## config.mk

```make
export PLATFORM = sky130hd
export DESIGN_NAME = fifo_rd_stream_adapter
export DESIGN_NICKNAME = d
export VERILOG_FILES = /design/src/rtl/awg_fifo_pkg.sv /design/src/rtl/fifo_rd_skid_buf.sv /design/src/rtl/fifo_rd_stream_adapter.sv
export SDC_FILE = /design/constraint.sdc
export NUM_CORES = 2
export LEC_CHECK = 0
export CORE_ASPECT_RATIO = 1.25
export CORE_MARGIN = 10
export CORE_UTILIZATION = 59
export CTS_CLUSTER_DIAMETER = 200
export CTS_CLUSTER_SIZE = 40
export DETAILED_ROUTE_END_ITERATION = 10
export GPL_TIMING_DRIVEN = 0
export PLACE_DENSITY = 0.85
export REMOVE_ABC_BUFFERS = 1
export SYNTH_ARGS = -nofsm -noshare
export SYNTH_HDL_FRONTEND = slang
export SYNTH_SLANG_ARGS = --single-unit
export TNS_END_PERCENT = 20
```

## constraint.sdc

```tcl
create_clock -name clk -period 118 [get_ports clk]
set_input_delay 35.4 -clock clk [delete_from_list [all_inputs] [get_ports clk]]
set_output_delay 35.4 -clock clk [all_outputs]
set_load 0.005 [all_outputs]
```

## src/rtl/awg_fifo_pkg.sv

```systemverilog
// Shared helpers for the AWG waveform FIFO read path: lane arithmetic and
// width sanity checks used at elaboration time.
package awg_fifo_pkg;

    function automatic int lanes(input int data_w, input int out_w);
        return data_w / out_w;
    endfunction

    function automatic bit widths_ok(input int data_w, input int out_w);
        return (out_w > 0) && (data_w >= out_w) && ((data_w % out_w) == 0);
    endfunction

    // A single-lane configuration still needs a one-bit lane register.
    function automatic int lane_idx_w(input int n_lanes);
        return (n_lanes > 1) ? $clog2(n_lanes) : 1;
    endfunction

endpackage

```

## src/rtl/fifo_rd_skid_buf.sv

```systemverilog
// Two-entry word buffer between the FIFO read port and the lane downsizer.
// Push and pop may coincide; the caller never pushes into a full buffer.
module fifo_rd_skid_buf #(
    parameter int P_DATA_WIDTH = 512
) (
    input  logic                    clk,
    input  logic                    rst,
    input  logic                    push,
    input  logic [P_DATA_WIDTH-1:0] push_data,
    input  logic                    pop,
    output logic [P_DATA_WIDTH-1:0] head,
    output logic [1:0]              occ
);

    logic [P_DATA_WIDTH-1:0] mem [2];
    logic                    wr_ptr;
    logic                    rd_ptr;

    always_ff @(posedge clk or posedge rst) begin
        if (rst) begin
            mem[0] <= '0;
            mem[1] <= '0;
            wr_ptr <= 1'b0;
            rd_ptr <= 1'b0;
            occ    <= 2'd0;
        end else begin
            if (push) begin
                mem[wr_ptr] <= push_data;
                wr_ptr      <= ~wr_ptr;
            end
            if (pop) begin
                rd_ptr <= ~rd_ptr;
            end
            case ({push, pop})
                2'b10:   occ <= occ + 2'd1;
                2'b01:   occ <= occ - 2'd1;
                default: occ <= occ;
            endcase
        end
    end

    assign head = mem[rd_ptr];

endmodule

```

## src/rtl/fifo_rd_stream_adapter.sv

```systemverilog
// Drains the waveform FIFO read port into a valid/ready beat stream, splitting
// each FIFO word into P_OUT_WIDTH lanes (lane 0 = LSBs) and counting underruns.
module fifo_rd_stream_adapter
    import awg_fifo_pkg::*;
#(
    parameter int P_DATA_WIDTH = 512,
    parameter int P_OUT_WIDTH  = 128,
    parameter int P_CNT_WIDTH  = 16
) (
    input  logic                    clk,
    input  logic                    rst,
    input  logic [P_DATA_WIDTH-1:0] fifo_dout,
    input  logic                    fifo_empty,
    output logic                    fifo_rd_en,
    output logic [P_OUT_WIDTH-1:0]  m_data,
    output logic                    m_valid,
    input  logic                    m_ready,
    input  logic                    clr_cnt,
    output logic [P_CNT_WIDTH-1:0]  underrun_cnt,
    output logic                    underrun
);

    localparam int R  = lanes(P_DATA_WIDTH, P_OUT_WIDTH);
    localparam int LW = lane_idx_w(R);

    if (!widths_ok(P_DATA_WIDTH, P_OUT_WIDTH)) begin : g_bad_width
        $error("fifo_rd_stream_adapter: P_OUT_WIDTH must divide P_DATA_WIDTH");
    end

    logic                    inflight;
    logic                    started;
    logic                    handshake;
    logic                    last_lane;
    logic                    pop;
    logic [LW-1:0]           lane;
    logic [1:0]              occ;
    logic [2:0]              pending;
    logic [31:0]             lane_shift;
    logic [P_DATA_WIDTH-1:0] head;

    fifo_rd_skid_buf #(
        .P_DATA_WIDTH(P_DATA_WIDTH)
    ) u_skid (
        .clk      (clk),
        .rst      (rst),
        .push     (inflight),
        .push_data(fifo_dout),
        .pop      (pop),
        .head     (head),
        .occ      (occ)
    );

    assign m_valid    = (occ != 2'd0);
    assign handshake  = m_valid && m_ready;
    assign last_lane  = (lane == LW'(R - 1));
    assign pop        = handshake && last_lane;
    assign lane_shift = 32'(lane) * 32'(P_OUT_WIDTH);
    assign m_data     = P_OUT_WIDTH'(head >> lane_shift);

    // Words already buffered or on their way, minus the one leaving now; a
    // new read is only issued when its data is guaranteed a free slot.
    assign pending    = {1'b0, occ} + {2'b00, inflight} - {2'b00, pop};
    assign fifo_rd_en = !rst && !fifo_empty && (pending < 3'd2);

    always_ff @(posedge clk or posedge rst) begin
        if (rst) begin
            inflight <= 1'b0;
            lane     <= '0;
        end else begin
            inflight <= fifo_rd_en;
            if (handshake) begin
                lane <= last_lane ? '0 : lane + LW'(1);
            end
        end
    end

    // Starvation only counts once the stream has delivered its first beat.
    always_ff @(posedge clk or posedge rst) begin
        if (rst) begin
            started      <= 1'b0;
            underrun     <= 1'b0;
            underrun_cnt <= '0;
        end else if (clr_cnt) begin
            started      <= 1'b0;
            underrun     <= 1'b0;
            underrun_cnt <= '0;
        end else begin
            if (handshake) begin
                started <= 1'b1;
            end
            if (started && m_ready && !m_valid) begin
                underrun <= 1'b1;
                if (underrun_cnt != '1) begin
                    underrun_cnt <= underrun_cnt + P_CNT_WIDTH'(1);
                end
            end
        end
    end

endmodule
```

==> run summary <==
The data arrival time of the critical path is 38320 ps. The worst clock skew on the final layout came out at 40.56 ps. The sequential standard cell area is 26260 um^2. The area used by multi-input combinational logic is 19430 um^2. The all-layer global routing usage came out at 25.37%.

Summing all non-filler instances in the final layout gives an area of 55640 um^2. For the finished layout, the period the worst path requires is 73720 ps. The die span in x came out at 271.6 um. The async set-reset flop share out of synthesis is 100.0%. The wire length per cell came out at 26.48 um.

The maximum root-to-sink buffer count is 3. The height of the die is 334.5 um. The die area came out at 90820 um^2.

After clock tree synthesis, the clock-pin slew on the worst setup and hold paths is 90 ps. The measured slew at the worst slew-check pin is 959.0 ps. Measured against its own limit, the worst slew margin works out to 36.07%.

The final number of setup-violating endpoints came out at 0. The share of cells above drive strength 1 came out at 45.52%. Yosys instantiated no cell more often than sky130_fd_sc_hd__mux2_2. Max-cap violations in this run came to 0.

The number of warnings printed during yosys synthesis came out at 0. Counting the fill cells in the layout gives 5042. The mean instance size in the synthesized netlist came out at 16.98 um^2. The final-report hold violation count came to 0.

Counting flops with a built-in enable in the synthesized netlist gives 0. The largest single stage delay on the critical path is 640 ps. The number of global-route vias before repair is 30139. By area the synthesized netlist is led by sky130_fd_sc_hd__dfrtp_1 56%, sky130_fd_sc_hd__mux2_2 28%, sky130_fd_sc_hd__mux4_2 12%.

TritonCTS built the clock tree. The number of gates resized after CTS was 0. The worst IR drop on VDD is 0.02482 mV. Walking the worst path, the cells encountered are clkdlybuf4s50_1 -> nand2_1 -> nor3b_1 -> o21ai_0 -> fa_1 -> xor2_1 -> nor4b_1 -> clkdlybuf4s50_1. The data required time at the worst endpoint is 82600 ps. The terminating pin of the worst hold path is u_skid.mem[266]$_DFFE_PP0P_. The sequential area share after synthesis came out at 56.25%. The path class of the tightest hold or removal check is reg2reg. The total overflow left after global routing is 0. The number of max-slew violations in the final report came out at 0. Relative to the synthesized area, the layout overhead comes to 19.21%.

The initialized floorplan defines 115 standard-cell rows. The post-synthesis cell count came out at 2748. The mapped cell area is 46670 um^2.

The met1 wire length came out at 41.96 mm. After detailed placement, the total cell area comes to 54660 um^2. Among all stages on the critical path, the largest delay is contributed by sky130_fd_sc_hd__clkdlybuf4s50_1. The placed cell count is 4311. The CTS root buffer is sky130_fd_sc_hd__clkbuf_16. In this run the critical register-to-register path is captured at u_skid.mem[75]$_DFFE_PP0P_.

The flow ran to the end, and the final reports show no timing, DRC or antenna violations. The upper clock frequency limit came out at 13.56 MHz. The number of setup buffers added after CTS is 0. The area share of the largest cell type after synthesis is 56.25%.

The worst setup path is of the in2out kind. STA classifies the critical path startpoint as a primary input. The highest metal layer with signal wires is met5. The number of nets in the final layout came out at 3810.

In this run the worst path has a maximum fanout of 4. In the routed design, unresolved DRC markers number 0. For this run, the leading register cell type out of synthesis is sky130_fd_sc_hd__dfrtp_1. For this block, the via count after detailed routing is 26622. The area of the core came out at 78560 um^2. In this run the remaining antenna-violating nets after routing total 0. The power per standard cell area came out at 27.62 nW/um^2.

The share of the clock period used by the worst path after layout is 62.48%. The worst-case reg-to-reg path depth is 6. In this run, post-CTS hold repair placed 0 buffers.

sky130_fd_sc_hd__dfrtp_1 takes more of the synthesized area than any other cell. Setup repair after global routing left no endpoint under its margin. In the detailed route, the total length drawn on met3 is 7.006 mm. The final routed wirelength across all metal layers is 116.8 mm. Entering global routing, the biggest net connects 146 pins. The sum of met2 wire segment lengths after detailed routing is 61.74 mm. The startpoint identified for the worst hold timing path is u_skid.mem[266]$_DFFE_PP0P_.

The count of unique library cells instantiated by Yosys came out at 42. The number of search-and-repair iterations in the first detailed-routing pass is 5. Counting stages on the worst path, the most repeated cell is sky130_fd_sc_hd__clkdlybuf4s50_1. Once detailed placement completed, the half-perimeter wirelength came to 84.61 mm. The global placement routability congestion came out at 0.8589.

The wire length of the first global-routing pass came out at 178.9 mm. By count the netlist is led by 1153 x sky130_fd_sc_hd__mux2_2, 1049 x sky130_fd_sc_hd__dfrtp_1, 256 x sky130_fd_sc_hd__mux4_2, 139 x sky130_fd_sc_hd__buf_2, 24 x sky130_fd_sc_hd__clkbuf_1. The count of cells along the worst hold path is 1. The worst register-to-register path has a setup slack of 114780 ps.

For this configuration, the core starts out at a cell density of 59.41%. The cell leakage power came out at 22.33 nW. The launch instance of the worst register-to-register path is inflight$_DFF_PP0_.

The H-tree level count came out at 1. The total of buffers placed on input and output ports is 663. Overall power consumption after layout is estimated at 1.537 mW.

The count of routing violations after the opening detailed-route iteration is 1539. The I/O pin count is 664. The number of antenna violations at the first check in global routing is 85. In this run, CTS created clock tree buffers numbering 30. The number of sinks on the clock net came out at 1049. The via density per instance is 6.037. The later-pin clock latency in the skew report came out at 660 ps. The post-synthesis register bit count is 1049. The number of standard cells in the final layout excluding fillers came out at 4410.

The accumulated negative setup slack came out at 0 ps. The sort of element at the end of the critical path is an output pin.
==> placed cells by master, fill, tap and decap left out, types with 2 or more instances in the layout <==
cell type	Yosys	routed
sky130_fd_sc_hd__and4_1	2	2
sky130_fd_sc_hd__ha_1	2	2
sky130_fd_sc_hd__a21oi_2	3	3
sky130_fd_sc_hd__buf_16	0	35
sky130_fd_sc_hd__or4_1	5	5
sky130_fd_sc_hd__o31ai_1	4	4
sky130_fd_sc_hd__xnor2_1	2	2
sky130_fd_sc_hd__nand4_1	4	4
sky130_fd_sc_hd__dfrtp_1	1049	1046
sky130_fd_sc_hd__mux2_2	1153	1153
sky130_fd_sc_hd__diode_2	0	66
sky130_fd_sc_hd__nand3_1	7	7
sky130_fd_sc_hd__clkdlybuf4s50_1	0	663
sky130_fd_sc_hd__mux4_2	256	256
sky130_fd_sc_hd__or3_2	5	5
sky130_fd_sc_hd__o21ai_0	6	6
sky130_fd_sc_hd__o21ai_1	6	6
sky130_fd_sc_hd__xor2_1	3	3
sky130_fd_sc_hd__clkbuf_16	0	31
sky130_fd_sc_hd__a21oi_1	13	13
sky130_fd_sc_hd__or3_1	4	4
sky130_fd_sc_hd__dfrtp_4	0	3
sky130_fd_sc_hd__nand2_1	6	5
sky130_fd_sc_hd__nor2_1	5	5
sky130_fd_sc_hd__inv_1	7	6
==> through the flow <==
step,hold WS (ps),worst slack (ps),utilization (%)
floorplan,451.8,45720,-
global placement,464.8,44480,68.28
detailed placement,487.2,44310,69.58
CTS,514.0,44290,70.61
global route,523.7,44130,70.80
finish,513.2,44280,70.82
==> worst max-delay path: cells and delay by family <==
kind / cells / cell delay, ps
compound gates: 1 / 200
buf+inv: 2 / 1210
xor+xnor: 1 / 150
simple gates: 3 / 910
fa+ha+maj: 1 / 440
==> how the worst max path moves through the flow <==
stage	start	depth (start not counted)	slack, ps	to
3_3_place_gp	m_ready	8	44480	fifo_rd_en
3_5_place_dp	m_ready	8	44310	fifo_rd_en
4_1_cts	m_ready	8	44290	fifo_rd_en
5_1_grt	m_ready	8	44130	fifo_rd_en
6_report	m_ready	8	44280	fifo_rd_en
2_1_floorplan	m_ready	6	45720	fifo_rd_en
==> flip-flops by register name, indices dropped and copies added (netlist names) <==
name,cells
u_skid.rd_ptr,1
underrun_cnt,16
u_skid.occ,2
underrun,1
inflight,1
lane,2
u_skid.wr_ptr,1
u_skid.mem,1024
started,1
==> area by class of cell <==
type	instances	area share, %
Sequential cell	1049	47.20
Multi-Input combinational cell	1503	34.92
Timing Repair Buffer	699	13.70
Antenna cell	66	0.2969
Clock inverter	1	0.05397
Clock buffer	32	1.401
Inverter	7	0.06072
Tap cell	1053	2.368
==> power breakdown <==
group	leakage, nW	switching [mW]	internal (mW)
clock network	0.395	0.102	0.0481
logic	9.67	0.262	0.480
registers	12.3	0.104	0.542
total	22.3	0.467	1.07
==> cell families (layout without fill, tap and decap cells) <==
logic type	count (synthesis)	in the layout	share of synthesized area, %
other cells	0	66	0
mux	1410	1410	40.19
simple gates	49	49	0.7105
buf+inv	196	739	2.158
flops	1049	1049	56.25
fa+ha+maj	3	3	0.09651
compound gates	36	36	0.5014
xor+xnor	5	5	0.09385
==> routing by layer <==
layer	up-vias	GRT usage, %
li1	11424	-
met1	14210	28.90
met2	701	43.66
met3	241	6.089
met4	46	13.88
met5	-	0
Note: power is estimated with default switching activity, not from simulation.
